[config.mk]
export PLATFORM = sky130hd
export DESIGN_NAME = i2s_receiver_flat
export DESIGN_NICKNAME = d
export VERILOG_FILES = /design/src/rtl/i2s_receiver_if.sv /design/src/rtl/i2s_receiver.sv /design/src/flat_wrapper.sv
export SDC_FILE = /design/constraint.sdc
export NUM_CORES = 1
export LEC_CHECK = 0
export ABC_AREA = 1
export CAP_MARGIN = 20
export CORE_AREA = 2 2 141 143
export CTS_BUF_LIST = sky130_fd_sc_hd__clkbuf_16
export CTS_CLUSTER_DIAMETER = 80
export DETAILED_ROUTE_END_ITERATION = 10
export DIE_AREA = 0 0 143 145
export GPL_ROUTABILITY_DRIVEN = 0
export PLACE_DENSITY = 0.67
export SYNTH_ARGS = -nofsm -noshare
export SYNTH_HDL_FRONTEND = slang
export SYNTH_SLANG_ARGS = --single-unit
[constraint.sdc]
create_clock -name clk -period 7.7 [get_ports clk]
set_input_delay 1.925 -clock clk [delete_from_list [all_inputs] [get_ports clk]]
set_output_delay 1.925 -clock clk [all_outputs]
set_load 0.05 [all_outputs]
[src/rtl/i2s_receiver_if.sv]
// Parallel sample-pair stream from the I2S receiver to the downstream sample FIFO.
// The master drives the data and valid; the slave returns ready.
interface i2s_receiver_if;
  logic [31:0] sample_left;
  logic [31:0] sample_right;
  logic        sample_valid;
  logic        sample_ready;

  modport master (
    output sample_left,
    output sample_right,
    output sample_valid,
    input  sample_ready
  );

  modport slave (
    input  sample_left,
    input  sample_right,
    input  sample_valid,
    output sample_ready
  );
endinterface

[src/rtl/i2s_receiver.sv]
// Oversampling standard-I2S receiver: deserialises MSB-first L/R words into one 32-bit pair.
// Pair is valid 3 clk after the final SCK rise is first sampled; an unaccepted pair drops the next one (sticky overrun).
module i2s_receiver #(
  parameter int SYNC_STAGES = 2
) (
  input  logic           clk,
  input  logic           rst,
  input  logic           enable,
  input  logic [3:0]     sample_size,
  input  logic           sck_in,
  input  logic           ws_in,
  input  logic           sd_in,
  i2s_receiver_if.master smp,
  output logic           overrun,
  output logic           locked
);

  typedef enum logic [1:0] {
    IDLE,
    SYNC,
    LEFT,
    RIGHT
  } state_t;

  state_t                 state;
  logic [SYNC_STAGES-1:0] sck_sync;
  logic [SYNC_STAGES-1:0] ws_sync;
  logic [SYNC_STAGES-1:0] sd_sync;
  logic                   sck_d;
  logic                   ws_prev;
  logic [31:0]            shreg;
  logic [5:0]             bitcnt;
  logic [5:0]             n_len;
  logic [31:0]            left_hold;

  logic                   sck_s;
  logic                   ws_s;
  logic                   sd_s;
  logic                   strobe;
  logic                   ws_edge;
  logic                   shift_en;
  logic [31:0]            shreg_app;
  logic [5:0]             bitcnt_app;
  logic [5:0]             shamt;
  logic [31:0]            len_mask;
  logic [31:0]            word_fin;
  logic                   pair_done;

  function automatic logic [5:0] word_len(input logic [3:0] code);
    case (code)
      4'd0:    word_len = 6'd8;
      4'd1:    word_len = 6'd12;
      4'd3:    word_len = 6'd16;
      4'd4:    word_len = 6'd24;
      default: word_len = 6'd32;
    endcase
  endfunction

  // All three inputs pass through identical chains so WS/SD line up with the SCK strobe.
  always_ff @(posedge clk or posedge rst) begin
    if (rst) begin
      sck_sync <= '0;
      ws_sync  <= '0;
      sd_sync  <= '0;
      sck_d    <= 1'b0;
    end else begin
      sck_sync <= {sck_sync[SYNC_STAGES-2:0], sck_in};
      ws_sync  <= {ws_sync[SYNC_STAGES-2:0], ws_in};
      sd_sync  <= {sd_sync[SYNC_STAGES-2:0], sd_in};
      sck_d    <= sck_s;
    end
  end

  assign sck_s   = sck_sync[SYNC_STAGES-1];
  assign ws_s    = ws_sync[SYNC_STAGES-1];
  assign sd_s    = sd_sync[SYNC_STAGES-1];
  assign strobe  = sck_s & ~sck_d;
  assign ws_edge = ws_s ^ ws_prev;

  // Bit counter saturates at N; short words are left-aligned in the N-bit field.
  always_comb begin
    shift_en   = (bitcnt < n_len);
    shreg_app  = shift_en ? {shreg[30:0], sd_s} : shreg;
    bitcnt_app = shift_en ? (bitcnt + 6'd1) : bitcnt;
    shamt      = n_len - bitcnt_app;
    len_mask   = (n_len >= 6'd32) ? 32'hFFFF_FFFF : ((32'd1 << n_len) - 32'd1);
    word_fin   = (shreg_app << shamt) & len_mask;
  end

  assign pair_done = enable && (state == RIGHT) && strobe && ws_edge;

  always_ff @(posedge clk or posedge rst) begin
    if (rst) begin
      state            <= IDLE;
      ws_prev          <= 1'b0;
      shreg            <= '0;
      bitcnt           <= '0;
      n_len            <= '0;
      left_hold        <= '0;
      smp.sample_left  <= '0;
      smp.sample_right <= '0;
      smp.sample_valid <= 1'b0;
      overrun          <= 1'b0;
      locked           <= 1'b0;
    end else begin
      if (strobe) begin
        ws_prev <= ws_s;
      end
      if (!enable) begin
        state            <= IDLE;
        shreg            <= '0;
        bitcnt           <= '0;
        smp.sample_valid <= 1'b0;
        overrun          <= 1'b0;
        locked           <= 1'b0;
      end else begin
        case (state)
          IDLE: begin
            state <= SYNC;
          end
          SYNC: begin
            // The bit riding on the WS 1->0 strobe belongs to an unseen right word.
            if (strobe && ws_edge && !ws_s) begin
              state  <= LEFT;
              locked <= 1'b1;
              bitcnt <= '0;
              n_len  <= word_len(sample_size);
            end
          end
          LEFT: begin
            if (strobe) begin
              shreg <= shreg_app;
              if (ws_edge) begin
                left_hold <= word_fin;
                bitcnt    <= '0;
                state     <= RIGHT;
              end else begin
                bitcnt <= bitcnt_app;
              end
            end
          end
          RIGHT: begin
            if (strobe) begin
              shreg <= shreg_app;
              if (ws_edge) begin
                bitcnt <= '0;
                n_len  <= word_len(sample_size);
                state  <= LEFT;
              end else begin
                bitcnt <= bitcnt_app;
              end
            end
          end
          default: begin
            state <= IDLE;
          end
        endcase

        if (pair_done) begin
          if (!smp.sample_valid || smp.sample_ready) begin
            smp.sample_left  <= left_hold;
            smp.sample_right <= word_fin;
            smp.sample_valid <= 1'b1;
          end else begin
            overrun <= 1'b1;
          end
        end else if (smp.sample_valid && smp.sample_ready) begin
          smp.sample_valid <= 1'b0;
        end
      end
    end
  end

endmodule

[src/flat_wrapper.sv]
// flat-port wrapper written by rule: the top's interface ports become plain ports
module i2s_receiver_flat 
#(
  parameter int SYNC_STAGES = 2
)
  (clk, rst, enable, sample_size, sck_in, ws_in, sd_in, overrun, locked, smp_sample_left, smp_sample_right, smp_sample_valid, smp_sample_ready);
  i2s_receiver_if smp_i ();
  input  logic clk;
  input  logic rst;
  input  logic enable;
  input  logic [3:0] sample_size;
  input  logic sck_in;
  input  logic ws_in;
  input  logic sd_in;
  output logic overrun;
  output logic locked;
  output wire logic [$bits(smp_i.sample_left)-1:0] smp_sample_left;
  output wire logic [$bits(smp_i.sample_right)-1:0] smp_sample_right;
  output wire logic [$bits(smp_i.sample_valid)-1:0] smp_sample_valid;
  input wire logic [$bits(smp_i.sample_ready)-1:0] smp_sample_ready;
  assign smp_sample_left = smp_i.sample_left;
  assign smp_sample_right = smp_i.sample_right;
  assign smp_sample_valid = smp_i.sample_valid;
  assign smp_i.sample_ready = smp_sample_ready;
  i2s_receiver #(.SYNC_STAGES(SYNC_STAGES)) u_core (.clk(clk), .rst(rst), .enable(enable), .sample_size(sample_size), .sck_in(sck_in), .ws_in(ws_in), .sd_in(sd_in), .smp(smp_i), .overrun(overrun), .locked(locked));
endmodule
==> impl_metrics.toml <==
[routing]
drt-vias-per-instance = 5.296
wire_per_inst_um = 14.89
num_vias = 8114
finalWirelength_um = 22820
m1WireLength_um = 10740
drt_first_pass_iters = 5
wl_met3_um = 1210
highest_layer = "met4"
antenna_left = 0
route.met2.wl_um = 10140
post-route-drc-count = 0
drtIter0Drc = 727

[placement]
dp_hpwl_um = 16020
io_buffers = 77

[min_path]
hp-start = "u_core.ws_sync[0]"
hp-class = "reg2reg"
min_path_cells = 0
hold-path-endpoint = "u_core.ws_sync[1]"

[clocking]
cts.htree.levels = 4
numCtsBuffers = 17
postCtsSetupBuffers = 0
ctsHoldBuffers = 0
worst_skew_pair.late_latency_ns = 0.44
path_clk_slew_ns = 0.07
cts_buffer_depth = 2
cts_tree = "built"
cts_resized = 0
cts_root_buf = "clkbuf_16"
cts.sink_count = 151

[synthesis]
synth.largest_area_cell = "dfrtp_1"
avgSynthCellArea_um2 = 7.026
yosysWarnings = 0
syn_nets = 1236
ys_ff_latch = 151
syn_inst = 1217
yosys.cell_types.count = 36
synth_top_area_share = 0.4419
synth_area_mm2 = 0.008551
seq_area_frac_synth = 0.4419
synth_top_cells_by_count = "nand2_1, nand3_1, dfrtp_1"
synth-async-reset-ratio = 1.000
synth_flop_cell = "dfrtp_1"
synth_area_leaders = "dfrtp_1, nand2_1, nand3_1, inv_1, nand4_1"
synth_edf_count = 0
post-synth-top-count-cell = "nand2_1"

[pwr]
comb_power_share = 0.607
clkPwrFrac = 0.176
power_leakage_uw = 0.005099
switchingPower_uw = 2501
p_seq_frac = 0.217
p_int_uw = 2119
ir_drop_uv = 256.7
power.density_mw_per_mm2 = 463.5
sw_frac_of_total = 0.5414

[floorplan]
dieArea_mm2 = 0.02074
core_mm2 = 0.01921
rows = 51
start_util = 0.4452
die_x_um = 143
io_pins = 78
die_h_um = 145

[layout]
area_growth_pct = 16.56
drive_gt1_frac = 0.05130
nNetsFinal = 1273
diodes = 0
fin_util = 0.5189

[critical_path]
cp_slowest_cell = "nand2_2"
cp-end-kind = "register"
r2r-end = "u_core.left_hold[20]"
critical_path_class = "reg2reg"
cp_cell_sequence = "clkinv_1 > ha_1 > nand2_1 > inv_1 > nand2_2 > nand2_2 > nor2_1 > nand3_1 > xor2_1 > ha_1 > inv_1 > nor3_1 > a211oi_1 > nand2_1 > nand2_1 > nand2_1 > nor2_2 > inv_1 > nor2_1 > nand3_1 > nand2_1"
critPathRequiredTime_ns = 8.08
startpoint = "u_core.n_len[5]"
critPathArrivalTime_ns = 5.49
cp-start-kind = "register"
slowest_delay_ns = 0.65
crit_fanout = 46
path_buf_inv = 4
worstRegToRegCells = 21
crit_top_cell = "nand2_1"
path_delay_family = "simple AND/OR/NAND/NOR gates"
crit-reg2reg-launch = "u_core.n_len[5]"
r2r_setup_slack_ns = 2.59

[sta]
skew_ns = 0.01806
holdWs_ns = 0.3477
finalCritPeriodShare = 0.6639
period_minus_slack_ns = 5.112
max-slew-margin-rel = 0.3606
rsz0062_at_grt = "no"
tns_ns = 0
worst_slew_pin_slew_ns = 0.9568
drv_slew = 0
hold_viol_final = 0
setup_viol_count_final = 0
max_freq_mhz = 195.6

[global_route]
first_global_vias = 7492
track_usage = 0.2268
antenna_found_initial = 0
grt_overflow = 0
grt_max_degree = 93
grt_pass1_wl_um = 37840

[flow_run]
maxCapViolCount = 0

[run_status]
outcome = "finished clean"
-- power by group through the flow --
stage	Combinational (uW)	Sequential, uW	Clock [uW]
6_report	2800	1000	815
5_1_grt	3130	1010	857
4_1_cts	2750	1000	825
3_5_place_dp	2740	1010	0
3_3_place_gp	2730	1010	0
2_1_floorplan	2040	1160	0
-- how the worst max path moves through the flow --
stage | end | slack (ns) | depth (start not counted)
after global placement | u_core.left_hold[20] | 2.75 | 21
after detailed placement | u_core.left_hold[20] | 2.68 | 21
after global routing | u_core.left_hold[21] | 2.03 | 19
after floorplan | u_core.bitcnt[0] | 1.71 | 1
final | u_core.left_hold[20] | 2.59 | 21
after CTS | u_core.left_hold[20] | 2.65 | 21
-- placed cells by master (no fill, tap or decap), drive strengths merged --
cell / Yosys / final
mux2i: 1 / 1
clkinv: 2 / 8
nor3: 5 / 5
mux2: 1 / 1
inv: 60 / 67
ha: 8 / 8
o21ai: 39 / 39
clkdlybuf4s50: 0 / 77
nand2: 555 / 555
nand3b: 3 / 3
xor2: 4 / 4
nand3: 210 / 210
bufinv: 0 / 1
clkbuf: 29 / 17
nor4: 1 / 1
o21a: 1 / 1
a31oi: 1 / 1
clkinvlp: 0 / 1
nor2: 40 / 40
buf: 37 / 7
o22ai: 24 / 24
nand4: 32 / 32
xnor2: 1 / 1
dfrtp: 151 / 151
a211oi: 1 / 1
a21oi: 9 / 9
nor3b: 2 / 2
-- worst register-to-register path: cells and delay by family (launching register included) --
family	cells	cell delay, ns
simple gates	13	2.94
xor+xnor	1	0.22
buf+inv	4	0.51
fa+ha+maj	2	0.72
compound gates	1	0.22
flops	1	0.43
-- through the flow --
stage	cells	cell area (um2)	total power [uW]	setup slack, ns
detailed placement	1500	9399	3756	2.677
finish	1532	9967	4620	2.588
CTS	1532	9967	4576	2.653
floorplan	1217	8551	3194	1.710
global route	1532	9967	5007	2.030
global placement	1500	9399	3738	2.754
-- logic make-up (layout without fill, tap and decap cells) --
logic type | count (synthesis) | in the layout | synth area share
AND/OR/NAND/NOR | 848 | 848 | 0.4255
flip-flops | 151 | 151 | 0.4419
buffers and inverters | 128 | 178 | 0.06468
AO/OA/AOI/OAI | 75 | 75 | 0.04858
adder cells (fa/ha/maj) | 8 | 8 | 0.01171
XOR/XNOR | 5 | 5 | 0.005121
multiplexers | 2 | 2 | 0.002488
-- registers in the layout (all words and copies together), names as in the netlist, 2 cells and up --
register and cells:
u_core.bitcnt 6, u_core.left_hold 32, u_core.n_len 4, u_core.sck_sync 2, u_core.sd_sync 2, u_core.shreg 32
u_core.smp.sample_left 32, u_core.smp.sample_right 32, u_core.state 2, u_core.ws_sync 2
-- metal layers --
layer | GRT usage | vias to the layer above
li1 | - | 4042
met2 | 0.3443 | 281
met3 | 0.03894 | 44
met5 | 0 | -
met1 | 0.3228 | 3747
met4 | 0.08812 | 0
-- final cells by class --
type / instances / area [um2]
fill: 1856 / 9240
sequential: 151 / 3779
timing repair buffer: 84 / 823.3
inverter: 62 / 237.7
tap: 265 / 331.6
clock inverter: 15 / 142.6
multi-input combinational: 938 / 4228
clock buffer: 17 / 425.4
No activity file was read; power rests on OpenSTA's default activity.
